===== src/rtl/depp_byte_fifo.sv =====
// RX/TX byte buffering behind the DEPP byte port, FWFT registered heads, 1-cycle latency.
// Optional sticky overflow flags are built only when DEPP_FIFO_OVFL_EN is defined.

module depp_fifo_core #(
   parameter int LGFLEN = 4
) (
   input  logic              clk,
   input  logic              reset,
   input  logic              push_req,
   input  logic [7:0]        push_data,
   input  logic              pop_req,
   output logic [7:0]        head,
   output logic              nonempty,
   output logic [LGFLEN:0]   fill,
   output logic              drop
);
   localparam int DEPTH = 1 << LGFLEN;
   localparam logic [LGFLEN:0]   FULL_CNT = (LGFLEN+1)'(DEPTH);
   localparam logic [LGFLEN:0]   F_ONE    = (LGFLEN+1)'(1);
   localparam logic [LGFLEN-1:0] P_ONE    = LGFLEN'(1);

   logic [7:0]        mem [0:DEPTH-1];
   logic [LGFLEN-1:0] wr_ptr, rd_ptr, rd_nxt;
   logic [LGFLEN:0]   fill_nxt;
   logic              push, pop;

   // A pop frees a slot in the same cycle, so a full FIFO can still take a push alongside it.
   assign pop  = pop_req && nonempty;
   assign push = push_req && ((fill != FULL_CNT) || pop);
   assign drop = push_req && !push;

   always_comb begin
      rd_nxt   = pop ? rd_ptr + P_ONE : rd_ptr;
      fill_nxt = fill;
      if (push && !pop)
         fill_nxt = fill + F_ONE;
      else if (pop && !push)
         fill_nxt = fill - F_ONE;
   end

   always_ff @(posedge clk) begin
      if (push)
         mem[wr_ptr] <= push_data;
   end

   always_ff @(posedge clk) begin
      if (reset) begin
         wr_ptr   <= '0;
         rd_ptr   <= '0;
         fill     <= '0;
         nonempty <= 1'b0;
         head     <= 8'h00;
      end else begin
         if (push)
            wr_ptr <= wr_ptr + P_ONE;
         rd_ptr   <= rd_nxt;
         fill     <= fill_nxt;
         nonempty <= (fill_nxt != '0);
         // The new head may be the byte being written right now, before it lands in mem.
         if (fill_nxt != '0)
            head <= (push && (rd_nxt == wr_ptr)) ? push_data : mem[rd_nxt];
      end
   end
endmodule

module depp_byte_fifo #(
   parameter int LGFLEN = 4
) (
   input  logic              i_clk,
   input  logic              i_reset,
   input  logic              i_rx_stb,
   input  logic [7:0]        i_rx_data,
   input  logic              i_rd,
   output logic              o_rx_empty_n,
   output logic [7:0]        o_rx_data,
   output logic [LGFLEN:0]   o_rx_fill,
   input  logic              i_wr,
   input  logic [7:0]        i_wr_data,
   output logic              o_tx_full,
   output logic [LGFLEN:0]   o_tx_fill,
   output logic              o_tx_stb,
   output logic [7:0]        o_tx_data,
   input  logic              i_tx_busy,
   input  logic              i_clr_ovfl,
   output logic              o_rx_overflow,
   output logic              o_tx_overflow
);
   localparam logic [LGFLEN:0] FULL_CNT = (LGFLEN+1)'(1 << LGFLEN);

   logic rx_drop, tx_drop;

   depp_fifo_core #(.LGFLEN(LGFLEN)) u_rx (
      .clk       (i_clk),
      .reset     (i_reset),
      .push_req  (i_rx_stb),
      .push_data (i_rx_data),
      .pop_req   (i_rd),
      .head      (o_rx_data),
      .nonempty  (o_rx_empty_n),
      .fill      (o_rx_fill),
      .drop      (rx_drop)
   );

   // The port takes the head on any cycle it is not busy; the core ignores that when empty.
   depp_fifo_core #(.LGFLEN(LGFLEN)) u_tx (
      .clk       (i_clk),
      .reset     (i_reset),
      .push_req  (i_wr),
      .push_data (i_wr_data),
      .pop_req   (!i_tx_busy),
      .head      (o_tx_data),
      .nonempty  (o_tx_stb),
      .fill      (o_tx_fill),
      .drop      (tx_drop)
   );

   assign o_tx_full = (o_tx_fill == FULL_CNT);

`ifdef DEPP_FIFO_OVFL_EN
   // A drop in the same cycle as a clear leaves the flag set.
   always_ff @(posedge i_clk) begin
      if (i_reset) begin
         o_rx_overflow <= 1'b0;
         o_tx_overflow <= 1'b0;
      end else begin
         if (rx_drop)
            o_rx_overflow <= 1'b1;
         else if (i_clr_ovfl)
            o_rx_overflow <= 1'b0;
         if (tx_drop)
            o_tx_overflow <= 1'b1;
         else if (i_clr_ovfl)
            o_tx_overflow <= 1'b0;
      end
   end
`else
   logic unused_ovfl;
   assign unused_ovfl   = i_clr_ovfl ^ rx_drop ^ tx_drop;
   assign o_rx_overflow = 1'b0;
   assign o_tx_overflow = 1'b0;
`endif
endmodule


===== config.mk =====
export PLATFORM = sky130hd
export DESIGN_NAME = depp_byte_fifo
export DESIGN_NICKNAME = d
export VERILOG_FILES = /design/src/rtl/depp_byte_fifo.sv
export SDC_FILE = /design/constraint.sdc
export NUM_CORES = 1
export LEC_CHECK = 0
export CAP_MARGIN = 40
export CORE_MARGIN = 4
export CORE_UTILIZATION = 50
export CTS_BUF_LIST = sky130_fd_sc_hd__clkbuf_16
export DETAILED_ROUTE_END_ITERATION = 8
export GPL_TIMING_DRIVEN = 0
export PLACE_DENSITY = 0.66
export SLEW_MARGIN = 40
export SYNTH_ARGS = -nofsm -noshare
export SYNTH_HDL_FRONTEND = slang
export SYNTH_SLANG_ARGS = --single-unit

===== constraint.sdc =====
create_clock -name i_clk -period 3.7 [get_ports i_clk]
set_clock_uncertainty 0.05 [all_clocks]
set_input_delay 0.74 -clock i_clk [delete_from_list [all_inputs] [get_ports i_clk]]
set_output_delay 0.74 -clock i_clk [all_outputs]
set_load 0.03 [all_outputs]

==> metrics.md, run 1 <==
| Metric | Value |
|---|---|
| Placed Area | `~14000 sq um` |
| Seq pwr share | `about 43%` |
| CTS root buf | `clkbuf_16` |
| Number of synthesized flops with an enable pin | `256` |
| DRT iter0 DRCs | `857` |
| Synth Area per Inst | `about 13 sq um` |
| Largest net degree at the start of global routing | `19` |
| Clock Power Share | `31.3%` |
| Antenna violations before repair | `0` |
| Hold_sp | `u_rx.head[7]` |
| Layout cell share with drive strength beyond 1 | `between 10 and 15%` |
| Power per standard cell area | `613 nW/um^2` |
| Delay-heaviest family, CP | `simple AND/OR/NAND/NOR gates` |
| DR top layer | `met4` |
| I/O pin count | `54` |
| Fmax | `278 MHz` |
| Setup repair bufs after CTS | `0` |
| Starting Density | `50.8%` |
| Status | `finished clean` |
| Primary FF master, synth | `edfxtp_1` |
| # Max-Cap Violations | `0` |
| Critical path launch point | `i_tx_busy` |
| GRT Total Usage | `21.6%` |
| Overall power | `a little over 0.009 W` |
| Clock Path Buffers | `3` |
| Unrepaired setup endpoints after global routing | `yes` |
| Fin. max-slew vios | `0` |
| Final Util | `58.3%` |
| Vias post-DR | `8517` |
| Synth unique cells | `61` |
| Critical Path RT | `3.85 ns` |
| WL/cell | `22.2 microns` |
| Critical-path cell list | `clkdlybuf4s50_1, nand2b_1, clkbuf_1, clkbuf_1, a21oi_1, nand2_1, nor2_1` |
| First-pass GRT wire length | `about 49000 microns` |
| Maximum vdd drop | `0.000372 V` |
| Clock Sinks | `300` |
| Setup TNS | `0 ns` |
| Area grow syn2layout | `14.8%` |
| LEAKAGE | `5.31 nW` |
| Initial DRT Pass Iterations | `5` |
| Worst Path Buf+Inv | `3` |
| Chip width | `around 170 microns` |
| Critical path arrival | `3.74 ns` |
| Finished Cell Area | `15200 sq um` |
| Min Tclk post-route | `3.60 ns` |
| Clk Latency, worst-skew pair | `0.57 ns` |
| Setup CP Type | `input port to flip-flop` |
| Placed wire-length estimate | `21900 microns` |
| Routed wl met2 | `14200 microns` |
| H-Tree Depth | `1` |
| Die Footprint | `29200 sq um` |
| Internal power | `between 0.006 and 0.007 W` |
| Mapped Cells | `around 990` |
| DRC | `0` |
| N_diodes | `0` |
| TritonCTS clock tree | `built` |
| Startpoint types | `input port` |
| DRT met1 WL | `about 14000 microns` |
| GRT overflow | `0` |
| Crit-path most repeated cell | `clkbuf_1` |
| Multi-input gate area | `4400 sq um` |
| Routed Antenna Nets | `0` |
| Sw frac | `30.7%` |
| FFs w/ async S/R, synth | `0%` |
| Register area share after synthesis | `64.7%` |
| Final Setup Violations | `0` |
| Yosys warns | `0` |
| Final hold vios | `0` |
| Port bufs | `between 40 and 50` |
| Via density | `5.94` |
| Max FO, Critical Path | `10` |
| # nets final | `1112` |
| Die Height | `171 microns` |
| Total CTS buffers | `31` |
| Met3 routed WL | `2720 microns` |
| FF-to-FF Start | `u_tx.nonempty` |
| FF+latch count, synth | `300` |
| Worst hold path class | `flip-flop to flip-flop` |
| Register area | `roughly 8600 sq um` |
| Worst-path clk slew | `roughly 0.060 ns` |
| Worst-Margin Slew | `0.866 ns` |
| Std-Cell Rows | `59` |
| Max_slew headroom | `a little over two fifths` |
| Max incr delay on CP | `0.71 ns` |
| Synthesized area | `13200 sq um` |
| Comb power frac | `26.0%` |
| Fill cells | `about 2100` |
| WL final | `31800 microns` |
| Post-route clock period utilization | `a little over nine tenths` |
| Critical Path End Type | `flip-flop` |
| GPL Wtd Cong | `0.875` |
| Core box area | `~26000 sq um` |
| Vias in the first global route | `8231` |
| NetSw | `0.00287 W` |
| Slowest CP cell | `nor2_1` |
-- placed cells by master (no fill, tap or decap), drive strengths merged, types with 7 or more instances in the layout --
master and count:
edfxtp 256, a311oi 12, clkbuf 69, o22ai 15
buf 26, a31oi 12, nor3 39, a21o 7
nor2 118, ha 14, clkdlybuf4s50 47, nand2 36
o21ai 68, o41ai 9, mux4 17, mux2 13
inv 33, xnor2 19, a211o 7, clkinv 12
mux2i 89, a211oi 15, a21oi 28, xor2 12
nand2b 11, dfxtp 44, nor2b 15
-- cell families (layout without fill, tap and decap cells) --
logic type | count (synthesis) | in the layout | share of synthesized area, %
buf+inv | 79 | 189 | 2.74
flops | 300 | 300 | 64.7
simple gates | 250 | 250 | 8.73
mux | 119 | 119 | 10.7
other cells | 1 | 2 | 0.0283
compound gates | 194 | 194 | 9.47
fa+ha+maj | 14 | 14 | 1.32
xor+xnor | 32 | 32 | 2.28
-- cell usage after synthesis, types with 13 or more instances --
library cell	number	area, sq um
o21ai_0	68	340
edfxtp_1	256	7690
mux2i_1	88	881
inv_1	20	75.1
nor3_1	39	195
dfxtp_1	44	881
nor2b_1	15	93.8
ha_1	14	175
nand2_1	36	135
xnor2_1	19	166
nor2_1	118	443
a21oi_1	28	140
a211oi_1	15	113
clkbuf_1	38	143
o22ai_1	15	93.8
mux4_2	17	383
mux2_2	13	146
-- stage by stage --
step,std cells,setup slack (ns),hold WS (ns)
3_3_place_gp,1374,-0.707,0.443
3_5_place_dp,1376,-0.373,0.441
5_1_grt,1435,-0.0247,0.484
4_1_cts,1434,0.193,0.450
2_1_floorplan,990,0.703,0.527
6_report,1435,0.103,0.447
-- flip-flops by register name, summed over array words and instances (netlist names), 5 cells and up --
name       cells
u_tx.head      8
u_rx.fill      5
u_rx.mem     128
u_tx.mem     128
u_tx.fill      5
u_rx.head      8
-- worst register-to-register path: cells and delay by family (launching register included) --
family	cells	cell delay (ns)
flip-flops	1	0.39
AO/OA/AOI/OAI	1	0.61
AND/OR/NAND/NOR	3	1.17
buffers and inverters	2	0.68
-- metal layers --
| layer | global-route usage [%] | up-vias |
|---|---|---|
| li1 | - | 3928 |
| met1 | 33.5 | 4213 |
| met2 | 32.8 | 342 |
| met3 | 3.56 | 34 |
| met4 | 4.38 | 0 |
| met5 | 0 | - |
-- final timing paths --
| check | to | cells past startpoint | slack, ns |
|---|---|---|---|
| max reg2reg | u_tx.mem[7][2] | 6 | 0.43 |
| max | u_tx.mem[7][2] | 7 | 0.10 |
| min | u_rx.head[7] | 2 | 0.45 |
| min reg2reg | u_rx.head[7] | 2 | 0.45 |
-- area by class of cell --
type,count,area share (%)
inverter,20,0.494
clock inverter,27,1.16
multi-input combinational,611,28.9
timing repair buffer,52,3.29
clock buffer,31,5.10
buffer,59,1.89
tap,335,2.76
sequential,300,56.4
-- power groups by stage --
| stage | registers (W) | logic [W] | clock network (W) |
|---|---|---|---|
| final | 0.00397 | 0.00243 | 0.00292 |
| after global routing | 0.00399 | 0.00261 | 0.00312 |
| after CTS | 0.00397 | 0.00241 | 0.00296 |
| after detailed placement | 0.00404 | 0.00241 | 0 |
| after global placement | 0.00404 | 0.00237 | 0 |
| after floorplan | 0.00419 | 0.00145 | 0 |
-- repair_timing --
item / in CTS / in global routing
hold endpoints to repair: 0 / 0
hold buffers: 0 / 0
setup endpoints to repair: 0 / 16
gates resized for setup: 0 / 2
(Power assumes the default switching activity.)
==> inputs of run 2 (changes only) <==
Settings changed: CAP_MARGIN 40 to 20, GPL_ROUTABILITY_DRIVEN set to 0.
==> metrics.md, run 2 (synthesized netlist as in run 1, its figures left out) <==
| Metric | Value |
|---|---|
| Layout cell share with drive strength beyond 1 | `between 10 and 15%` |
| First-pass GRT wire length | `48500 microns` |
| GRT Total Usage | `about 22%` |
| Maximum vdd drop | `0.000376 V` |
| Via density | `5.98` |
| Critical Path RT | `3.83 ns` |
| DP Worst Slack | `-0.378 ns` |
| Placed Area | `14200 sq um` |
| Setup slack after layout | `0.0720 ns` |
| CTS root buf | `clkbuf_16` |
| Worst setup path endpoint | `u_tx.mem[7][5]` |
| Startpoint types | `input port` |
| Largest net degree at the start of global routing | `19` |
| WL/cell | `22.3 microns` |
| Max FO, Critical Path | `10` |
| Critical path arrival | `3.76 ns` |
| Final hold vios | `0` |
| Biggest regs | `u_rx.mem: 128 flops, u_tx.mem: 128 flops` |
| GRT overflow | `0` |
| Worst hold path class | `flip-flop to flip-flop` |
| N_diodes | `0` |
| LEAKAGE | `5.30 nW` |
| DR top layer | `met4` |
| Reg2reg path depth | `6` |
| Most common cell after layout, fill and taps aside | `edfxtp_1` |
| Clock Sinks | `300` |
| Max_slew headroom | `38.2%` |
| Total CTS buffers | `31` |
| Initial DRT Pass Iterations | `5` |
| Die Height | `171 microns` |
| Routed wl met2 | `14200 microns` |
| # nets final | `1111` |
| WL final | `31900 microns` |
| R2r endpoint | `u_tx.mem[7][5]` |
| H-Tree Depth | `1` |
| Status | `finished clean` |
| Chip width | `171 microns` |
| Min Tclk post-route | `3.63 ns` |
| Worst-path clk slew | `0.06 ns` |
| Port bufs | `between 40 and 50` |
| Flop-to-flop setup slack | `approximately 0.42 ns` |
| Die Footprint | `between 20000 and 30000 sq um` |
| Antenna violations before repair | `0` |
| Core box area | `approximately 26000 sq um` |
| Post-route clock period utilization | `a little over nine tenths` |
| Final Setup Violations | `0` |
| Worst-Margin Slew | `0.924 ns` |
| Vias in the first global route | `8334` |
| Unrepaired setup endpoints after global routing | `yes` |
| Routed Antenna Nets | `0` |
| I/O pin count | `54` |
| Power per standard cell area | `620 nW/um^2` |
| Std-Cell Rows | `59` |
| Commonest cells after routing, fill and taps aside | `edfxtp_1, nor2_1, mux2i_1, o21ai_0, clkdlybuf4s50_1` |
| Critical path launch point | `i_tx_busy` |
| Critical Path End Type | `flip-flop` |
| DRT iter0 DRCs | `839` |
| Fmax | `between 200 and 300 MHz` |
| FF-to-FF Start | `u_tx.nonempty` |
| Met3 routed WL | `about 2500 microns` |
| DRC | `0` |
| DRT met1 WL | `14600 microns` |
| Placed wire-length estimate | `about 22000 microns` |
| Setup CP Type | `input port to flip-flop` |
| Area grow syn2layout | `15.2%` |
| Vias post-DR | `8566` |
| # Max-Cap Violations | `0` |
| Hold slack | `around 0.47 ns` |
| Clock Path Buffers | `3` |
| Final Util | `58.5%` |
| Finished Cell Area | `15300 sq um` |
| Fin. max-slew vios | `0` |
| TritonCTS clock tree | `built` |
| Starting Density | `between 50 and 60%` |
| Setup TNS | `0 ns` |
| Clk Latency, worst-skew pair | `~0.55 ns` |
run 2: changes by cell type in the layout (fill, tap and decap cells not counted), moves of 2 or more:
cell       delta
bufinv_16     +2
inv_1         -6
inv_6         +2
nor2_2        +3
nor2_1        -3
run 2: cell type report:
cell class                 count  area [sq um]
multi-input combinational    611          4420
timing repair buffer          51           495
inverter                      20          75.1
clock buffer                  31           776
sequential                   300          8570
buffer                        59           288
fill                        2092         10800
clock inverter                26           220
tap                          335           419
run 2: worst min path at each step:
stage,slack [ns],endpoint,start,cells past startpoint
5_1_grt,0.49,u_rx.head[3],u_rx.head[3],2
2_1_floorplan,0.53,u_tx.wr_ptr[0],u_tx.wr_ptr[0],2
3_3_place_gp,0.44,u_rx.head[2],u_rx.head[2],2
6_report,0.47,u_rx.head[5],u_rx.head[5],2
4_1_cts,0.46,u_rx.head[5],u_rx.head[5],2
3_5_place_dp,0.44,u_rx.head[2],u_rx.head[2],2
run 2: through the flow:
step / total power, W / instances
floorplan: 0.00565 / 990
global placement: 0.00641 / 1374
detailed placement: 0.00645 / 1376
CTS: 0.00948 / 1433
global route: 0.00984 / 1433
finish: 0.00946 / 1433
run 2: what timing repair did:
action | in CTS | in global routing
resized for setup | 0 | 3
hold buffers | 0 | 0
setup endpoints to repair | 0 | 25
setup buffers | 0 | 0
run 2: worst max-delay path: stages:
cell and delay (ns):
clkdlybuf4s50_1 0.46, nand2b_1 0.16, clkbuf_1 0.31, clkbuf_1 0.38, a21oi_1 0.62, nand2_1 0.39
nor2_1 0.70
run 2: power breakdown:
group | switching (W) | total, W | internal, W
Clock | 0.00126 | 0.00305 | 0.00179
Sequential | 0.000140 | 0.00397 | 0.00383
Combinational | 0.00146 | 0.00243 | 0.000969
run 2: layer usage:
metal  track usage [%]  vias up
li1                  -     3923
met1              33.2     4264
met2              32.8      329
met3              3.81       50
met4              4.51        0
met5                 0        -
